`src/rtl/seg7_pkg.sv`:
```
// Shared constants, segment encoding and conversion-FSM states for the seven-segment scan driver.
// Latency: none (package only).
// Backpressure: none (package only).
package seg7_pkg;

  // Segment patterns, {a,b,c,d,e,f,g}, active-low
  localparam logic [6:0] SEG_BLANK = 7'b1111111;
  localparam logic [6:0] SEG_DASH  = 7'b1111110;

  typedef enum logic [1:0] {
    IDLE   = 2'd0,
    SHIFT  = 2'd1,
    COMMIT = 2'd2
  } state_t;

  // BCD digit to active-low segments; non-decimal codes go dark
  function automatic logic [6:0] digit_to_seg(input logic [3:0] d);
    logic [6:0] s;
    case (d)
      4'd0:    s = 7'b0000001;
      4'd1:    s = 7'b1001111;
      4'd2:    s = 7'b0010010;
      4'd3:    s = 7'b0000110;
      4'd4:    s = 7'b1001100;
      4'd5:    s = 7'b0100100;
      4'd6:    s = 7'b0100000;
      4'd7:    s = 7'b0001111;
      4'd8:    s = 7'b0000000;
      4'd9:    s = 7'b0000100;
      default: s = SEG_BLANK;
    endcase
    return s;
  endfunction

  // Decimal digits needed for a w-bit binary value, plus one spare:
  // ceil(w*log10(2)) + 1, using fixed-point log10(2) ~= 0.30103
  function automatic int bcd_digits(input int w);
    return (w * 30103 + 99999) / 100000 + 1;
  endfunction

endpackage

```
`src/rtl/seg7_scan_driver_if.sv`:
```
// Value load / status / display bus of the seven-segment scan driver.
// Latency: n/a (signal bundle).
// Backpressure: value_valid is ignored while busy is high; there is no queuing.
interface seg7_scan_driver_if #(
  parameter int NUM_DIGITS = 4,
  parameter int BIN_WIDTH  = 10
);
  logic [BIN_WIDTH-1:0]  value;
  logic                  value_valid;
  logic                  blank;
  logic                  busy;
  logic                  overflow;
  logic [6:0]            seg;
  logic [NUM_DIGITS-1:0] an;

  // master loads values and observes the display; slave is the driver itself
  modport master (output value, value_valid, blank,
                  input  busy, overflow, seg, an);
  modport slave  (input  value, value_valid, blank,
                  output busy, overflow, seg, an);
endinterface

```
`src/rtl/seg7_digit_decode.sv`:
```
// One BCD digit plus blank/dash controls to active-low seven-segment pattern.
// Latency: combinational.
// Backpressure: none.
module seg7_digit_decode
  import seg7_pkg::*;
(
  input  logic [3:0] bcd,
  input  logic       blank,
  input  logic       dash,
  output logic [6:0] seg
);

  // dash wins over blank, blank wins over the digit value
  always_comb begin
    seg = digit_to_seg(bcd);
    if (blank) seg = SEG_BLANK;
    if (dash)  seg = SEG_DASH;
  end

endmodule

```
`src/rtl/seg7_scan_driver.sv`:
```
// Binary-to-BCD (double dabble) conversion plus time-multiplexed active-low 7-seg digit scan.
// Latency: BIN_WIDTH+1 cycles from value_valid to display register update; seg/an registered.
// Backpressure: busy high during conversion; value_valid seen while busy is dropped.
module seg7_scan_driver
  import seg7_pkg::*;
#(
  parameter int NUM_DIGITS = 4,
  parameter int BIN_WIDTH  = 10,
  parameter int SCAN_DIV   = 50000,
  parameter int LZ_BLANK   = 1
) (
  input  logic clk,
  input  logic reset_n,
  seg7_scan_driver_if.slave bus
);

  // Accumulator keeps at least one digit above the displayed ones so overflow is always visible
  localparam int ACC_RAW = bcd_digits(BIN_WIDTH);
  localparam int ACC_D   = (ACC_RAW > NUM_DIGITS + 1) ? ACC_RAW : NUM_DIGITS + 1;
  localparam int IW      = (NUM_DIGITS > 1) ? $clog2(NUM_DIGITS) : 1;
  localparam int CW      = $clog2(SCAN_DIV);
  localparam int BCW     = $clog2(BIN_WIDTH + 1);

  state_t                state, next_state;
  logic                  load;
  logic [BIN_WIDTH-1:0]  bin_sr;
  logic [ACC_D*4-1:0]    bcd, bcd_adj;
  logic [BCW-1:0]        bit_cnt;
  logic [NUM_DIGITS*4-1:0] disp;
  logic                  ovf;
  logic [CW-1:0]         scan_cnt;
  logic [IW-1:0]         dig_idx;
  logic [NUM_DIGITS-1:0] lz_mask;
  logic                  hi_zero;
  logic [3:0]            cur_nib;
  logic [6:0]            dec_seg;
  logic [6:0]            seg_r;
  logic [NUM_DIGITS-1:0] an_r;
  logic                  unused_acc_msb;

  // Conversion state register
  always_ff @(posedge clk or negedge reset_n) begin
    if (!reset_n) state <= IDLE;
    else          state <= next_state;
  end

  // Next state: a load is accepted only in IDLE; SHIFT runs BIN_WIDTH cycles
  always_comb begin
    next_state = state;
    load       = 1'b0;
    case (state)
      IDLE:    if (bus.value_valid) begin
                 next_state = SHIFT;
                 load       = 1'b1;
               end
      SHIFT:   if (bit_cnt == BCW'(BIN_WIDTH - 1)) next_state = COMMIT;
      COMMIT:  next_state = IDLE;
      default: next_state = IDLE;
    endcase
  end

  // Double-dabble correction: every nibble >= 5 gets +3 before the shift
  always_comb begin
    bcd_adj = bcd;
    for (int i = 0; i < ACC_D; i++) begin
      if (bcd[i*4 +: 4] >= 4'd5) bcd_adj[i*4 +: 4] = bcd[i*4 +: 4] + 4'd3;
    end
  end

  // The accumulator is sized so its top bit never carries anything out
  assign unused_acc_msb = bcd_adj[ACC_D*4-1];

  // Conversion datapath; display and overflow change together only on leaving COMMIT
  always_ff @(posedge clk or negedge reset_n) begin
    if (!reset_n) begin
      bin_sr  <= '0;
      bcd     <= '0;
      bit_cnt <= '0;
      disp    <= '0;
      ovf     <= 1'b0;
    end else if (load) begin
      bin_sr  <= bus.value;
      bcd     <= '0;
      bit_cnt <= '0;
    end else if (state == SHIFT) begin
      bcd     <= {bcd_adj[ACC_D*4-2:0], bin_sr[BIN_WIDTH-1]};
      bin_sr  <= bin_sr << 1;
      bit_cnt <= bit_cnt + BCW'(1);
    end else if (state == COMMIT) begin
      disp    <= bcd[NUM_DIGITS*4-1:0];
      ovf     <= |bcd[ACC_D*4-1:NUM_DIGITS*4];
    end
  end

  // Scan timer: hold each digit SCAN_DIV cycles, then step to the next
  always_ff @(posedge clk or negedge reset_n) begin
    if (!reset_n) begin
      scan_cnt <= '0;
      dig_idx  <= '0;
    end else if (scan_cnt == CW'(SCAN_DIV - 1)) begin
      scan_cnt <= '0;
      dig_idx  <= (dig_idx == IW'(NUM_DIGITS - 1)) ? '0 : dig_idx + IW'(1);
    end else begin
      scan_cnt <= scan_cnt + CW'(1);
    end
  end

  // Leading-zero mask: digit i>0 is dark when it and every higher digit is zero
  always_comb begin
    hi_zero = 1'b1;
    lz_mask = '0;
    for (int i = NUM_DIGITS - 1; i >= 0; i--) begin
      hi_zero    = hi_zero & (disp[i*4 +: 4] == 4'd0);
      lz_mask[i] = (LZ_BLANK != 0) && (i != 0) && hi_zero;
    end
  end

  assign cur_nib = disp[dig_idx*4 +: 4];

  seg7_digit_decode u_dec (
    .bcd   (cur_nib),
    .blank (lz_mask[dig_idx] & ~ovf),
    .dash  (ovf),
    .seg   (dec_seg)
  );

  // Registered segment/anode outputs; global blank darkens everything without stopping the scan
  always_ff @(posedge clk or negedge reset_n) begin
    if (!reset_n) begin
      seg_r <= SEG_BLANK;
      an_r  <= '1;
    end else if (bus.blank) begin
      seg_r <= SEG_BLANK;
      an_r  <= '1;
    end else begin
      seg_r <= dec_seg;
      an_r  <= ~(NUM_DIGITS'(1) << dig_idx);
    end
  end

  assign bus.seg      = seg_r;
  assign bus.an       = an_r;
  assign bus.busy     = (state != IDLE);
  assign bus.overflow = ovf;

endmodule

```
`src/flat_wrapper.sv`:
```
// flat-port wrapper written by rule: the top's interface ports become plain ports
module seg7_scan_driver_flat import seg7_pkg::*;
#(
  parameter int NUM_DIGITS = 4,
  parameter int BIN_WIDTH  = 10,
  parameter int SCAN_DIV   = 50000,
  parameter int LZ_BLANK   = 1
)
  (clk, reset_n, bus_value, bus_value_valid, bus_blank, bus_busy, bus_overflow, bus_seg, bus_an);
  seg7_scan_driver_if #(.NUM_DIGITS(NUM_DIGITS), .BIN_WIDTH(BIN_WIDTH)) bus_i ();
  input  logic clk;
  input  logic reset_n;
  input wire logic [$bits(bus_i.value)-1:0] bus_value;
  input wire logic [$bits(bus_i.value_valid)-1:0] bus_value_valid;
  input wire logic [$bits(bus_i.blank)-1:0] bus_blank;
  output wire logic [$bits(bus_i.busy)-1:0] bus_busy;
  output wire logic [$bits(bus_i.overflow)-1:0] bus_overflow;
  output wire logic [$bits(bus_i.seg)-1:0] bus_seg;
  output wire logic [$bits(bus_i.an)-1:0] bus_an;
  assign bus_i.value = bus_value;
  assign bus_i.value_valid = bus_value_valid;
  assign bus_i.blank = bus_blank;
  assign bus_busy = bus_i.busy;
  assign bus_overflow = bus_i.overflow;
  assign bus_seg = bus_i.seg;
  assign bus_an = bus_i.an;
  seg7_scan_driver #(.NUM_DIGITS(NUM_DIGITS), .BIN_WIDTH(BIN_WIDTH), .SCAN_DIV(SCAN_DIV), .LZ_BLANK(LZ_BLANK)) u_core (.clk(clk), .reset_n(reset_n), .bus(bus_i));
endmodule
```
`config.mk`:
```
export PLATFORM = sky130hd
export DESIGN_NAME = seg7_scan_driver_flat
export DESIGN_NICKNAME = d
export VERILOG_FILES = /design/src/rtl/seg7_pkg.sv /design/src/rtl/seg7_scan_driver_if.sv /design/src/rtl/seg7_digit_decode.sv /design/src/rtl/seg7_scan_driver.sv /design/src/flat_wrapper.sv
export SDC_FILE = /design/constraint.sdc
export NUM_CORES = 1
export LEC_CHECK = 0
export ABC_AREA = 1
export CAP_MARGIN = 20
export CORE_MARGIN = 2
export CORE_UTILIZATION = 38
export DETAILED_ROUTE_END_ITERATION = 6
export PLACE_DENSITY_LB_ADDON = 0.25
export SETUP_SLACK_MARGIN = 0.4
export SLEW_MARGIN = 15
export SYNTH_ARGS = -nofsm -noshare
export SYNTH_HDL_FRONTEND = slang
export SYNTH_HIERARCHICAL = 1
export SYNTH_SLANG_ARGS = --single-unit
export TNS_END_PERCENT = 100
```
`constraint.sdc`:
```
create_clock -name clk -period 3.2 [get_ports clk]
set_input_delay 0.48 -clock clk [delete_from_list [all_inputs] [get_ports clk]]
set_output_delay 0.48 -clock clk [all_outputs]
set_load 0.05 [all_outputs]
```
* Word level (Yosys, flattened, before mapping) *
Memory sizes are Yosys's and may differ from the RTL's.
Cells that the tools add are included.

word-level totals
  memories = 1
  output and inout port bits = 13
  register bits after elaboration = 82
  word-level logic and storage cells = 74
  bits in writable memories = 0
  ROM bits = 112
  latch bits = 0

memory list
  memory            words  bits a word  rd ports  clocked after Yosys merged registers in  wr ports  line            RTL
  (name not given)  16     7            1         0                                        0         seg7_pkg.sv:19  case (d)

cells by class
  multiply operators = 0
  add/sub/neg operators = 8
  shift-type cells = 2
  multiplexer cells = 24
  reductions and logical operators = 9
  order comparisons = 6
  bitwise operators = 7
  eq/ne operators = 7
  div/mod/pow operators = 0

operators with widths
  kind                                                               count
  2-to-1 mux 20 bit                                                  2
  2-to-1 mux 4 bit                                                   7
  2-to-1 mux 7 bit                                                   3
  greater-or-equal comparator 4 x 3 -> 1 bit, second input constant  5
  2-to-1 mux 10 bit                                                  2
  adder 16 x 1 -> 16 bit, second input constant                      1
  adder 4 x 2 -> 4 bit, second input constant                        4
  == test 16 bit, second input constant                              1
  2-to-1 mux 16 bit                                                  1
  variable part select 16 x 5 -> 4 bit                               1
  logical NOT 4 bit                                                  3
  2-to-1 mux 2 bit                                                   3
  adder 4 x 1 -> 4 bit, second input constant                        1
  == test 2 bit, second input constant                               2
  == test 4 bit, second input constant                               1
  inverter 4 bit                                                     1
  case mux 2 bit (2 select lines)                                    1
  nonzero test 2 bit                                                 2
  OR reduction 4 bit                                                 1
  << shifter 1 x 2 -> 4 bit, first input constant                    1
  adder 3 x 2 -> 3 bit, second input constant                        1
  AND 1 bit                                                          3
  less-than comparator 2 x 3 -> 1 bit, second input constant         1
  2-to-1 mux 1 bit                                                   3
  10 further kinds                                                   12

* Depth between registers and ports, before layout *
Gate-level depths: netlist (run 1).

  depth in word-level cells = 9
  mapped depth = 11
  depth with buffers taken out = 9

* By module *
The synthesis (run 1) kept the hierarchy.

modules (own cells, without submodules)
  module             instances  area an instance (µm²)  cells an instance
  seg7_scan_driver   1          4245.3                  474
  seg7_digit_decode  1          216.5                   35

* Worst setup path after synthesis (run 1) *
Ideal clock, no wire load.

  path type = reg2reg
  start = register u_core.dig_idx[0]
  end = register u_core.seg_r[6], in the netlist u_core/bus.seg[6]
  path slack = 1.071 ns
  path buffers = 2
  arrival = 2.044 ns
  library setup time = 0.084 ns
  required time = 3.116 ns
  stages on the path, launching flop included = 12
  clock period less this slack = 2.129 ns
  path through = dfrtp_1 buf_2 inv_2 buf_2 nor2_1 o22ai_1 inv_1 ha_1 or2_1 o211ai_1 nand2_1 or2_2

on the way
  elaborated cells between the ends (all ways) = 8
  classes of those cells = shift: 1; mux: 5; bitwise: 1; memory: 1

RTL lines
  item                                  line                     RTL
  start, declared                       seg7_scan_driver.sv:32   logic [IW-1:0] dig_idx;
  start signal, assigned                seg7_scan_driver.sv:102  dig_idx <= (dig_idx == IW'(NUM_DIGITS - 1)) ? '0 : dig_idx + IW'(1);
  variable part select 16 x 5 -> 4 bit  seg7_scan_driver.sv:118  assign cur_nib = disp[dig_idx*4 +: 4];
  net u_core.cur_nib[1]                 seg7_scan_driver.sv:35   logic [3:0] cur_nib;
  memory read (16 x 7 bit)              --
  2-to-1 mux 7 bit                      seg7_digit_decode.sv:16  if (blank) seg = SEG_BLANK;
  2-to-1 mux 7 bit                      seg7_digit_decode.sv:17  if (dash) seg = SEG_DASH;
  net u_core.dec_seg[6]                 seg7_scan_driver.sv:36   logic [6:0] dec_seg;
  2-to-1 mux 7 bit                      seg7_scan_driver.sv:132  end else if (bus.blank) begin
  end signal, assigned                  seg7_scan_driver.sv:136  seg_r <= dec_seg;
  end, declared                         seg7_scan_driver.sv:37   logic [6:0] seg_r;

The timed path passes the listed nets, and every way through them passes these cells. The select of a mux whose other input is x is not followed.
A chain may end at the register's enable or synchronous reset.

* Final worst setup path (run 1) *
  start = register u_core.ovf, in the netlist u_core/bus.overflow
  end = output bus_overflow

RTL lines
  item                    line                    RTL
  start, declared         seg7_scan_driver.sv:30  logic ovf;
  start signal, assigned  seg7_scan_driver.sv:91  ovf <= |bcd[ACC_D*4-1:NUM_DIGITS*4];
  end, declared           flat_wrapper.sv:17      output wire logic [$bits(bus_i.overflow)-1:0] bus_overflow;

No word-level cell between the ends.

==> metrics.txt, run 1 <==
status finished clean; Initial Utilization 39.1%; Final Cycle Share 71.0%; via density per instance 4.80; Final Skew 0.00523 ns; Synth Flop Type dfrtp_1; Clock Tree Buf Depth 2; io pins 27; XOR/XNOR Fraction of Synth Area 1.77%; worst-path maximum fanout 6; Design Power 0.00428 W; vias in the first global route 3,242; most numerous cell in the Yosys netlist nand2_1; CTS tree built; Hold-fix buffers, CTS 0; total wire length 8230 µm; family with the most delay on the worst path buffers and inverters; Area Overhead vs Synth 15.3%; worst slew pin tran 0.847 ns; area occupied by multi-input gates 2030 µm²; flip-flop and latch area 2070 µm²; Static Leak 2.37 nW; vias post-DR 3,287; DRC errors left 0; Ys Warns 6; Core ar. 11,400 µm²; Post CTS Setup Buffer Count 0; fin crit period 2.27 ns; CP Cell Sequence clkdlybuf4s50_1; switching portion of total power 39.0%; CP Launch Type flip-flop; RePlAce Congestion 0.918; H-tree levels 3; post-synthesis adder-cell area fraction 6.45%; Synth area leaders dfrtp_1, nand2_1, dfstp_2, ha_1, inv_1; cell types with the highest counts after synthesis nand2_1, dfrtp_1, inv_1; Slowest Stage Delay on Critical Path 0.88 ns; WL/cell 12.0 µm; hold crit path type in2async; NetSw 0.00167 W; Final ANT Viol Nets 0; Setup-failing EPs final 0; root buf cell clkbuf_16; worst path bufs/invs 1; Yosys top cell by area dfrtp_1; CP Capture Type output port; Worst EP required 2.72 ns; I/O Buffers 26; CP Class reg2out; Max Cap Viol 0; Inserted Clock Buffers 9; Setup Total Neg Slack 0 ns; first-pass GRT wire length 15,000 µm; EDFF count, synth 0; Filler Cells Inserted 1,124; Syn Area/Cell 8.77 µm²; clock sinks 82; #FFs+latches synth 82; pin count of the biggest net entering global routing 83; Initial DRC Count 133; worst-skew pair later-pin latency 0.34 ns; GRT Total Usage 14.4%; height of the die 112 µm; share of cells above drive strength 1 17.0%; unrepaired setup endpoints after global routing no; Nets 574; CTS clk-pin slew, worst paths 0.06 ns; initial antenna violation count 0; synthesized cell area 4460 µm²; Pre-antenna DRT Iters 4; global route overflow 0; peak supply drop 0.505 mV; Synth Area in Compound Gates 14.1%; Combinational Power Share 38.7%; relative slew slack 43.1%; Synth Net Count 546; pwr dens 831 nW/µm²; Cell Rows 39; Slowest-stage cell, CP clkdlybuf4s50_1; Die ar. 12,600 µm²; Synth top area share 39.8%; share of power burned in registers 37.1%; WP data arrival 1.79 ns; post-synthesis cell type count 43; Clk pwr share 24.1%; HPWL after detailed placement 5720 µm; fin. max-slew vios 0; final hold slack 0.0197 ns; fmax 440 MHz; Power Internal 0.00261 W; Synth Area in Simple Gates 23.1%; main combinational cell family by area after synthesis simple AND/OR/NAND/NOR gates; register area share after synthesis 46.3%; async set or reset register ratio after synthesis 100%; number of diodes 0; cell count after synthesis 509; number of gates resized after cts 0; DIE WIDTH 112 µm; Final Hold Vio Count 0; mux share of post-synthesis cell area 0%
==> cells by family after synthesis <==
family / Yosys count
AOI/OAI and AO/OA: 92
xor gates and xnor gates: 9
adders and majority gates: 23
buffers and inverters: 83
DFF: 82
and+or+nand+nor: 220
==> cell usage in the layout, fill, tap and decap left out, drive strengths merged <==
cell type | synthesis | final
nand2 | 118 | 118
a21oi | 10 | 10
a31oi | 1 | 1
nor3 | 4 | 4
clkbuf | 1 | 15
o21bai | 2 | 2
o22ai | 12 | 12
buf | 10 | 3
nor2 | 59 | 59
inv | 72 | 72
xor2 | 9 | 9
nand4 | 4 | 4
o221ai | 7 | 7
or2 | 9 | 9
o21ai | 54 | 54
o211ai | 3 | 3
clkinv | 0 | 1
a41oi | 1 | 1
dfstp | 11 | 11
clkdlybuf4s50 | 0 | 25
nand3b | 1 | 1
nand3 | 25 | 25
a22oi | 1 | 1
dfrtp | 71 | 71
ha | 23 | 23
o31ai | 1 | 1
==> power groups by stage <==
stage / Sequential [W] / Combinational (W) / Clock [W]
finish: 0.00159 / 0.00166 / 0.00103
global route: 0.00163 / 0.00192 / 0.00111
CTS: 0.00159 / 0.00168 / 0.00106
detailed placement: 0.00160 / 0.00167 / 0
global placement: 0.00159 / 0.00162 / 0
floorplan: 0.00157 / 0.00138 / 0
==> final cells by class <==
type / instances / area share, %
flip-flops and latches: 82 / 40.2
multi-input cells: 344 / 39.5
clock buffers: 15 / 5.81
repair buffers: 28 / 5.69
inverters: 72 / 5.30
well taps: 143 / 3.48
clock inverters: 1 / 0.0973
==> registers in the layout, indices dropped and copies added, names as in the netlist <==
register             cells
u_core/bcd              20
u_core/disp             16
u_core/scan_cnt         16
u_core/bin_sr           10
u_core/bus.seg           7
u_core/bit_cnt           4
u_core/bus.an            4
u_core/dig_idx           2
u_core/state             2
u_core/bus.overflow      1
==> per-stage QoR <==
step / setup slack, ns / instance area, µm² / utilization (%) / std cells
floorplan: 1.07 / 4460 / - / 509
global placement: 1.05 / 4810 / 42.1 / 668
detailed placement: 0.940 / 4810 / 42.1 / 668
CTS: 0.907 / 5120 / 44.8 / 684
global route: 0.701 / 5140 / 45.0 / 685
finish: 0.929 / 5140 / 45.0 / 685
==> worst register-to-register path, delay by kind of cell (launching register included) <==
kind                   cells  cell delay, ns
and+or+nand+nor            3            0.42
DFF                        1            0.50
buffers and inverters      2            0.35
AOI/OAI and AO/OA          2            0.91
==> path summary, 6_finish.rpt <==
kind	depth (start not counted)	startpoint	end	slack [ns]
worst min register to register	1	u_core/scan_cnt[0]	u_core/scan_cnt[0]	0.48
worst max register to register	7	u_core/dig_idx[0]	u_core/bus.seg[6]	0.94
worst min-delay path	1	reset_n	u_core/scan_cnt[13]	0.02
min in group clk	1	u_core/scan_cnt[0]	u_core/scan_cnt[0]	0.48
worst max-delay path	1	u_core/bus.overflow	bus_overflow	0.93
max in group asynchronous	2	reset_n	u_core/bcd[12]	2.59
==> metal layers <==
| metal | GRT usage, % | routed length, µm |
|---|---|---|
| met1 | 19.3 | 4100 |
| met5 | 0 | 0 |
| met4 | 3.25 | 100 |
| met2 | 22.8 | 3670 |
| met3 | 5.02 | 360 |
No activity file was read; power rests on OpenSTA's default activity.
==> run 2: changes to the inputs <==
==> constraint.sdc (replaced) <==
create_clock -name clk -period 2 [get_ports clk]
set_input_delay 0.3 -clock clk [delete_from_list [all_inputs] [get_ports clk]]
set_output_delay 0.3 -clock clk [all_outputs]
set_load 0.05 [all_outputs]
==> metrics.txt, run 2 (synthesis results as in run 1) <==
worst-path maximum fanout 6 (unchanged); Worst EP required 2.27 ns (-0.45 ns); Pre-antenna DRT Iters 4 (unchanged); Area Overhead vs Synth 22.2%; global route overflow 0 (unchanged); Die ar. 12,600 µm² (unchanged); clock sinks 82 (unchanged); Setup Total Neg Slack 0 ns (unchanged); max reg flops 20 (unchanged); worst-skew pair later-pin latency 0.35 ns (about the same); CP Class reg2reg; Final ANT Viol Nets 0 (unchanged); DRC errors left 0 (unchanged); final hold slack 0.432 ns (+0.412 ns); I/O Buffers 26 (unchanged); fin cells 706 (+3.1%); CP Launch Type flip-flop; Cell Rows 39 (unchanged); Placed Area 4910 µm² (+2.0%); status finished clean; Initial DRC Count 157 (+18%); vias in the first global route 3,390 (+4.6%); GRT Total Usage 15.1% (+0.69 points); Final Hold Vio Count 0 (unchanged); fmax 550 MHz; design area 5450 µm² (+6.0%); relative slew slack 69.8% (+27 points); worst slew pin tran 0.452 ns (-0.394 ns); fin crit period 1.82 ns; CTS clk-pin slew, worst paths 0.06 ns (about the same); placed cells 674 (+0.90%); Final Cycle Share 91.0%; top flop regs u_core/bcd: 20 flops, u_core/disp: 16 flops, u_core/scan_cnt: 16 flops; HPWL after detailed placement 6220 µm (+8.7%); Static Leak 2.51 nW (+5.8%); Clock Tree Buf Depth 2 (unchanged); root buf cell clkbuf_16; pwr dens 1290 nW/µm² (+55%); WL/cell 12.6 µm (+5.3%); CP Capture Type flip-flop; pin count of the biggest net entering global routing 34 (-59%); DIE WIDTH 112 µm (unchanged); RePlAce Congestion 0.918 (about the same); number of diodes 0 (unchanged); WP data arrival 2.09 ns (+0.30 ns); Inserted Clock Buffers 9 (unchanged); first-pass GRT wire length 15,500 µm (+3.4%); H-tree levels 3 (unchanged); Nets 595 (+3.7%); most common cell after layout, fill and taps aside nand2_1; commonest cells after routing, fill and taps aside nand2_1, dfrtp_1, inv_1; fin. max-slew vios 0 (unchanged); Top reg by flops u_core/bcd; reg2reg path depth 9 (+2); hold crit path type in2async; worst r2r src u_core/dig_idx[0]; CTS tree built; io pins 27 (unchanged); vias post-DR 3,422 (+4.1%); via density per instance 4.85 (+1.0%); peak supply drop 0.889 mV (+76%); Max Cap Viol 0 (unchanged); Initial Utilization 39.1% (unchanged); Final Skew 0.00778 ns (+0.00254 ns); Core ar. 11,400 µm² (unchanged); r2r endpoint u_core/bus.seg[6]; Setup-failing EPs final 0 (unchanged); reg2reg setup slack 0.18 ns (-0.76 ns); unrepaired setup endpoints after global routing yes; height of the die 112 µm (unchanged); initial antenna violation count 0 (unchanged); share of cells above drive strength 1 26.1% (+9.1 points); total wire length 8930 µm (+8.5%)
==> run 2: power breakdown <==
part | total, W | leakage (nW) | internal [W] | switching, W
Sequential | 0.00256 | 0.999 | 0.00216 | 0.000399
Combinational | 0.00282 | 1.37 | 0.00111 | 0.00172
Clock | 0.00164 | 0.147 | 0.000989 | 0.000653
Total | 0.00702 | 2.51 | 0.00426 | 0.00277
==> run 2: final cells by class <==
class | count | area [µm²]
clock buffer | 14 | 287
clock inverter | 2 | 10.0
fill | 1083 | 5960
inverter | 72 | 278
multi-input combinational | 344 | 2170
sequential | 82 | 2070
tap | 143 | 179
timing repair buffer | 48 | 455
timing repair inverter | 1 | 6.26
==> run 2: through the flow <==
stage | setup slack, ns | util [%] | total power, W
6_report | 0.181 | 47.8 | 0.00702
3_5_place_dp | 0.0832 | 43.0 | 0.00530
2_1_floorplan | 0.188 | - | 0.00476
4_1_cts | 0.227 | 46.8 | 0.00705
5_1_grt | 0.0723 | 47.8 | 0.00761
3_3_place_gp | 0.196 | 43.0 | 0.00519
==> run 2: metal layers <==
layer	vias up	share of wire (%)	global-route usage, %
met4	0	1.7	6.67
li1	1738	-	-
met3	14	4.3	4.48
met5	-	0	0
met2	57	48	25.1
met1	1613	45	18.2
==> run 2: critical path, cell delays in order, from the launching register on <==
cell,delay [ns]
dfrtp_2,0.49
clkinv_4,0.12
buf_4,0.16
nor2_1,0.15
o22ai_2,0.13
inv_2,0.11
nor2_4,0.05
nor3_4,0.23
nand2_1,0.09
or2_4,0.22
==> run 2: worst max-delay path by stage <==
stage / start / endpoint / slack [ns] / depth (start not counted)
6_report: u_core/dig_idx[0] / u_core/bus.seg[6] / 0.18 / 9
3_5_place_dp: u_core/dig_idx[0] / u_core/bus.seg[3] / 0.08 / 9
4_1_cts: u_core/dig_idx[0] / u_core/bus.seg[6] / 0.23 / 9
3_3_place_gp: u_core/dig_idx[0] / u_core/bus.seg[0] / 0.20 / 7
5_1_grt: u_core/dig_idx[0] / u_core/bus.seg[6] / 0.07 / 9
2_1_floorplan: u_core/dig_idx[0] / u_core/bus.seg[6] / 0.19 / 11
==> run 2: repair_timing <==
item                                    in CTS  in global routing
cloned                                       0                  1
hold buffers                                 1                  0
endpoints found under the setup margin      18                  8
setup buffers                                8                  6
pin swaps                                    4                 10
resized for setup                           48                 23
hold endpoints to repair                    20                  0
